`config.mk`:
```
export PLATFORM = sky130hd
export DESIGN_NAME = mem_port_arbiter
export DESIGN_NICKNAME = d
export VERILOG_FILES = /design/src/rtl/mem_port_arbiter.sv
export SDC_FILE = /design/constraint.sdc
export NUM_CORES = 1
export LEC_CHECK = 0
export CAP_MARGIN = 20
export CORE_UTILIZATION = 30
export CTS_CLUSTER_SIZE = 40
export DETAILED_ROUTE_END_ITERATION = 10
export PLACE_DENSITY = 0.62
export SYNTH_ARGS = -nofsm -noshare
export SYNTH_HDL_FRONTEND = slang
export SYNTH_SLANG_ARGS = --single-unit
```
`constraint.sdc`:
```
create_clock -name clk -period 1.5 [get_ports clk]
set_input_delay 0.375 -clock clk [delete_from_list [all_inputs] [get_ports clk]]
set_output_delay 0.375 -clock clk [all_outputs]
set_load 0.01 [all_outputs]
```
`src/rtl/mem_port_arbiter.sv`:
```
`default_nettype none
// ---------------------------------------------------------------------------
// mem_port_arbiter: round-robin CPU/DMA arbiter and IDLE/ACCESS/RESP sequencer
// for the single-port RISC-SPM memory.                         Revision 1.0
// ---------------------------------------------------------------------------
module mem_port_arbiter #(
  parameter int DATAWIDTH = 8,
  parameter int ADDRWIDTH = 8,
  parameter int MAX_LOCK  = 8
) (
  input  logic                 clk,
  input  logic                 clr,
  input  logic                 cpu_req_i,
  input  logic                 cpu_we_i,
  input  logic [ADDRWIDTH-1:0] cpu_addr_i,
  input  logic [DATAWIDTH-1:0] cpu_wdata_i,
  output logic [DATAWIDTH-1:0] cpu_rdata_o,
  output logic                 cpu_ack_o,
  input  logic                 dma_req_i,
  input  logic                 dma_we_i,
  input  logic [ADDRWIDTH-1:0] dma_addr_i,
  input  logic [DATAWIDTH-1:0] dma_wdata_i,
  output logic [DATAWIDTH-1:0] dma_rdata_o,
  output logic                 dma_ack_o,
  input  logic                 dma_lock_i,
  output logic                 mem_en_o,
  output logic                 mem_we_o,
  output logic [ADDRWIDTH-1:0] mem_addr_o,
  output logic [DATAWIDTH-1:0] mem_wdata_o,
  input  logic [DATAWIDTH-1:0] mem_rdata_i
);

  typedef enum logic [1:0] {
    IDLE   = 2'd0,
    ACCESS = 2'd1,
    RESP   = 2'd2
  } state_t;

  localparam logic [7:0] LOCK_MAX = 8'(MAX_LOCK);

  state_t                 state_q;
  logic                   grant_dma_q;
  logic                   last_dma_q;
  logic [7:0]             lock_cnt_q;
  logic [7:0]             lock_cnt_d;
  logic                   mem_en_q;
  logic                   cpu_ack_q;
  logic                   dma_ack_q;
  logic [DATAWIDTH-1:0]   cpu_rdata_q;
  logic [DATAWIDTH-1:0]   dma_rdata_q;
  logic [ADDRWIDTH-1:0]   addr_hold_q;
  logic [DATAWIDTH-1:0]   wdata_hold_q;

  logic                   lock_open;
  logic                   dma_wins;
  logic                   any_req;
  logic                   sel_we;
  logic [ADDRWIDTH-1:0]   sel_addr;
  logic [DATAWIDTH-1:0]   sel_wdata;

  // DMA keeps the port on a tie only while its burst lock has budget left.
  assign lock_open = dma_lock_i && (lock_cnt_q < LOCK_MAX);
  assign dma_wins  = dma_req_i && (!cpu_req_i || !last_dma_q || lock_open);
  assign any_req   = cpu_req_i || dma_req_i;

  always_comb begin
    lock_cnt_d = lock_cnt_q;
    if (!cpu_req_i) begin
      lock_cnt_d = '0;
    end else if (dma_wins) begin
      if (lock_cnt_q < LOCK_MAX) lock_cnt_d = lock_cnt_q + 8'd1;
    end else begin
      lock_cnt_d = '0;
    end
  end

  // Requester inputs are only looked at while the access is in flight.
  assign sel_we    = grant_dma_q ? dma_we_i    : cpu_we_i;
  assign sel_addr  = grant_dma_q ? dma_addr_i  : cpu_addr_i;
  assign sel_wdata = grant_dma_q ? dma_wdata_i : cpu_wdata_i;

  assign mem_en_o    = mem_en_q;
  assign mem_we_o    = mem_en_q && sel_we;
  assign mem_addr_o  = mem_en_q ? sel_addr  : addr_hold_q;
  assign mem_wdata_o = mem_en_q ? sel_wdata : wdata_hold_q;

  assign cpu_ack_o   = cpu_ack_q;
  assign dma_ack_o   = dma_ack_q;
  assign cpu_rdata_o = cpu_rdata_q;
  assign dma_rdata_o = dma_rdata_q;

  always_ff @(posedge clk or negedge clr) begin
    if (!clr) begin
      state_q      <= IDLE;
      grant_dma_q  <= 1'b0;
      last_dma_q   <= 1'b1;
      lock_cnt_q   <= '0;
      mem_en_q     <= 1'b0;
      cpu_ack_q    <= 1'b0;
      dma_ack_q    <= 1'b0;
      cpu_rdata_q  <= '0;
      dma_rdata_q  <= '0;
      addr_hold_q  <= '0;
      wdata_hold_q <= '0;
    end else begin
      case (state_q)
        IDLE: begin
          lock_cnt_q <= lock_cnt_d;
          if (any_req) begin
            state_q     <= ACCESS;
            grant_dma_q <= dma_wins;
            last_dma_q  <= dma_wins;
            mem_en_q    <= 1'b1;
          end
        end
        ACCESS: begin
          state_q      <= RESP;
          mem_en_q     <= 1'b0;
          addr_hold_q  <= sel_addr;
          wdata_hold_q <= sel_wdata;
          if (grant_dma_q) begin
            dma_ack_q <= 1'b1;
            if (!dma_we_i) dma_rdata_q <= mem_rdata_i;
          end else begin
            cpu_ack_q <= 1'b1;
            if (!cpu_we_i) cpu_rdata_q <= mem_rdata_i;
          end
        end
        RESP: begin
          state_q   <= IDLE;
          cpu_ack_q <= 1'b0;
          dma_ack_q <= 1'b0;
        end
        default: begin
          state_q   <= IDLE;
          mem_en_q  <= 1'b0;
          cpu_ack_q <= 1'b0;
          dma_ack_q <= 1'b0;
        end
      endcase
    end
  end

endmodule
`default_nettype wire

```
### Yosys cells after proc, flatten, opt, wreduce, memory -nomap -nowiden

Cells that the tools add are included.

| cells by class | value |
|---|---|
| bitwise logic cells | 5 |
| div/mod/pow operators | 0 |
| shift-type cells | 0 |
| $add $sub $neg | 1 |
| $lt $le $gt $ge | 1 |
| muxes and demuxes | 16 |
| equality and inequality tests | 6 |
| multiply operators | 0 |
| reduce and logical (&&, ||, !) cells | 16 |

Operators with widths:

| operator | count |
|---|---|
| two-way mux 8 bit | 7 |
| AND reduction 2 bit | 5 |
| adder 8 x 1 -> 8 bit (second input constant) | 1 |
| less-than comparator 8 x 4 -> 1 bit (second input constant) | 1 |
| != test 2 bit (second input constant) | 3 |
| one-hot mux 1 bit (2 select lines) | 3 |
| AND reduction 3 bit | 2 |
| NOT 1 bit | 5 |
| two-way mux 1 bit | 4 |
| one-hot mux 2 bit (2 select lines) | 1 |
| logical AND 1 bit | 3 |
| logical OR 1 bit | 3 |
| != test 3 x 2 -> 1 bit (second input constant) | 1 |
| == test 2 x 1 -> 1 bit (second input constant) | 1 |
| == test 2 bit (second input constant) | 1 |
| logical NOT 1 bit | 2 |
| logical NOT 2 bit | 1 |
| two-way mux 2 bit | 1 |

| storage, ports and cells | value |
|---|---|
| bits in writable memories | 0 |
| input bits | 47 |
| output and inout port bits | 36 |
| register bits | 47 |
| memories | 0 |
| latch bits | 0 |
| ROM bits | 0 |
| logic and storage cells | 56 |

### Longest topological paths before layout

| logic depth | value |
|---|---|
| depth in word-level cells | 6 |
| mapped depth | 5 |
| depth with buffers taken out | 5 |

### Least setup slack after synthesis

Ideal clock, no wire load.

| timing path | value |
|---|---|
| path type | reg2out |
| from | register grant_dma_q |
| to | output port mem_addr_o[6] |
| required time | 1.125 ns |
| slack | -0.077 ns |
| path buffers | 2 |
| cell stages (with the launch flop) | 5 |
| arrival | 1.202 ns |
| cells stage by stage | dfrtp_1 buf_4 buf_2 mux2i_1 a21oi_1 |

| on the way | value |
|---|---|
| cells in the longest elaborated chain, start to end | 2 |

Ends and longest elaborated chain:

| element | line | source |
|---|---|---|
| from (decl) | 42 | `logic grant_dma_q;` |
| from (signal assigned) | 111 | `grant_dma_q <= dma_wins;` |
| two-way mux 8 bit | 79 | `assign sel_addr = grant_dma_q ? dma_addr_i : cpu_addr_i;` |
| two-way mux 8 bit | 84 | `assign mem_addr_o = mem_en_q ? sel_addr : addr_hold_q;` |
| to (decl) | 28 | `output logic [ADDRWIDTH-1:0] mem_addr_o,` |

No other way between the ends.

### Final worst setup path

| timing path | value |
|---|---|
| from | register grant_dma_q |
| to | output port mem_addr_o[7] |

The elaborated chain is that of the path after synthesis.

==> results.md <==
* Layout area overhead at 69.3%
* Outcome: finished, violations left
* Critical path arrival at 1.47 ns
* Via count at a little under 2000
* Largest net degree at the start of global routing at between 40 and 50
* Grt ovf at 0
* Finished layout cell area at approximately 3700 sq um
* Setup ws final at -0.341 ns
* CTS root buf: clkbuf_8
* Register area share after synthesis at between 50% and 60%
* CTS tree: built
* Final Non-Filler Cells at 428
* Synth warn at 0
* Share of cells above drive strength 1 at a little over a third
* Post-synth EDFFs at 0
* First-pass GRT wire length at 8650 um
* Final hold vios at 0
* Number of diodes at 0
* Mapped Nets at between 200 and 300
* Antenna violations before repair at 0
* Die ar. at 7700 sq um
* Cts bufs inserted at 5
* Final Core Density at around 54%
* Avg Vias per Cell at approximately 4.5
* Leak at around 1.7 nW
* Rel. slew slack at 83.6%
* VDD IR-drop max at 0.857 mV
* Reg clk slew, reported paths at ~0.090 ns
* Clock buffer depth at 2
* I/O pins at between 80 and 90
* Fin nets at roughly 380
* Type of origin of the critical path: flip-flop
* Starting DRT DRC Count at a little over 40
* Dominant synthesized flop cell: dfrtp_1
* CTS Sinks at 47
* Avg Inst Size Synth at 10.8 sq um
* Fin crit period at approximately 1.8 ns
* WL/cell at between 10 and 15 um
* Asr flop ratio synth at 100%
* Fin crit share at 123%
* RePlAce Congestion at between 0.8 and 0.9
* Hold_buf cts at 0
* RSZ-0062 raised after global routing: true
* Fillers at around 640
* Max Freq at ~540 MHz
* Placed cell areas at between 3000 and 4000 sq um
* Port-buffer cells at just over 80
* Failing checks: negative setup slack
* Die H at 87.7 um
* Least-Margin Pin Slew at ~0.24 ns
* Seq. cell area at about 1200 sq um
* Final Routed Wirelength at around 5400 um
* Drt drc at 0
* Routed Antenna Nets at 0
* Worst setup EP type: primary output
* Initial core utilization at a little under a third
* Skew-Pair Late Insertion Delay at roughly 0.3 ns
* Syn Inst Count at slightly above 200
* Hold Path Class: input port to async pin
* Row Count at 30
* Design Power at a little over 7 mW
* Most frequent cells in the layout: clkdlybuf4s50_1, dfrtp_1, buf_4
* Synth Cell Area at about 2200 sq um
* H-Tree Level Count at 2
* Worst Setup Path Type: flip-flop to primary output
* Dpl hpwl at roughly 3600 um
* CP Max Fanout at 6
* CP Data Required Time at 1.12 ns
* Total track usage at roughly 14%
* Cells after DPL at approximately 400
* Max_cap viols at 0
* Post-synth cell types at 34
* Final Setup Violations at 36
* Vias in the first global route at around 1800
* Setup Skew at 0.00669 ns
* PwrDens at ~1900 nW/um^2
* Multi-input logic area at 1110 sq um
* Commonest non-fill, non-tap cell in the layout: clkdlybuf4s50_1
* First drt pass iteration count at 4
* Die X at 87.7 um
* Flops & latches, synth at between 40 and 50
* Core ar. at ~7000 sq um
* Final Slew Violations at 0
-- cell families (layout without fill, tap and decap cells) --
logic type | count (synthesis) | count (layout) | synth area share [%]
buffers and inverters | 16 | 143 | 3.29
multiplexers | 34 | 34 | 17.7
flip-flops | 47 | 47 | 53.4
AND/OR/NAND/NOR | 63 | 63 | 14.5
AO/OA/AOI/OAI | 44 | 44 | 10.6
adder cells (fa/ha/maj) | 1 | 1 | 0.567
-- critical path, cell delays in order (launching register included) --
cell     delay (ns)
dfrtp_2        0.44
buf_6          0.14
buf_12         0.14
mux2i_4        0.18
a21oi_2        0.12
buf_2          0.14
-- Yosys cell counts (all sizes together) (3+ instances only) --
library cell	number	share of area, %
a21oi	20	4.5
and2	4	1.2
buf	3	1.1
clkbuf	7	1.2
dfrtp	46	52
inv	6	1.0
mux2	16	9.5
mux2i	18	8.2
nand2	23	3.9
nand3	3	1.2
nor2	24	4.4
nor3	3	1.7
o21ai	20	4.5
-- power breakdown --
part	internal (mW)	switching (mW)	leakage (nW)	total, mW
Combinational	2.36	1.83	1.07	4.19
Sequential	1.83	0.361	0.581	2.19
Clock	0.325	0.431	0.0402	0.756
Total	4.52	2.62	1.70	7.14
-- flip-flops by register name, indices dropped and copies added (netlist names) --
| signal | count |
|---|---|
| addr_hold_q | 8 |
| cpu_ack_o | 1 |
| cpu_rdata_o | 8 |
| dma_ack_o | 1 |
| dma_rdata_o | 8 |
| grant_dma_q | 1 |
| last_dma_q | 1 |
| lock_cnt_q | 8 |
| mem_en_o | 1 |
| state_q | 2 |
| wdata_hold_q | 8 |
-- cell type report --
cell class | count | area share, %
multi-input cells | 142 | 29.8
repair buffers | 129 | 32.4
flip-flops and latches | 47 | 31.6
clock inverters | 3 | 0.536
well taps | 96 | 3.22
inverters | 6 | 0.603
clock buffers | 5 | 1.84
-- layer usage --
metal / up-vias / global-route usage [%] / routed length (um)
met3: 2 / 3.20 / 298
met5: - / 0 / 0
met4: 0 / 4.02 / 21
li1: 958 / - / -
met1: 922 / 20.0 / 2620
met2: 54 / 22.8 / 2480
-- per-stage QoR --
step / worst slack, ns / hold slack (ns) / TNS, ns
2_1_floorplan: -0.0305 / 0.0794 / -0.0930
3_3_place_gp: -0.517 / 0.380 / -12.52
3_5_place_dp: -0.519 / 0.384 / -12.85
4_1_cts: -0.351 / 0.0537 / -5.74
5_1_grt: -0.400 / 0.0643 / -8.33
6_report: -0.341 / 0.0461 / -6.44
-- worst paths after layout --
path                            slack (ns)            start              end  depth (start not counted)
worst max-delay path                 -0.34      grant_dma_q    mem_addr_o[7]                          5
worst min-delay path                  0.05              clr   dma_rdata_o[3]                          2
worst max register to register       -0.12      grant_dma_q   cpu_rdata_o[7]                          6
worst min register to register        0.49  wdata_hold_q[0]  wdata_hold_q[0]                          2
max in group asynchronous             1.16              clr       last_dma_q                          2
min in group clk                      0.49  wdata_hold_q[0]  wdata_hold_q[0]                          2
-- timing repair --
item	CTS	global route
endpoints found under the setup margin	41	39
resized for setup	96	35
gates cloned	3	0
pin swaps	15	8
buffers inserted	8	8
Note: power is estimated with default switching activity, not from simulation.
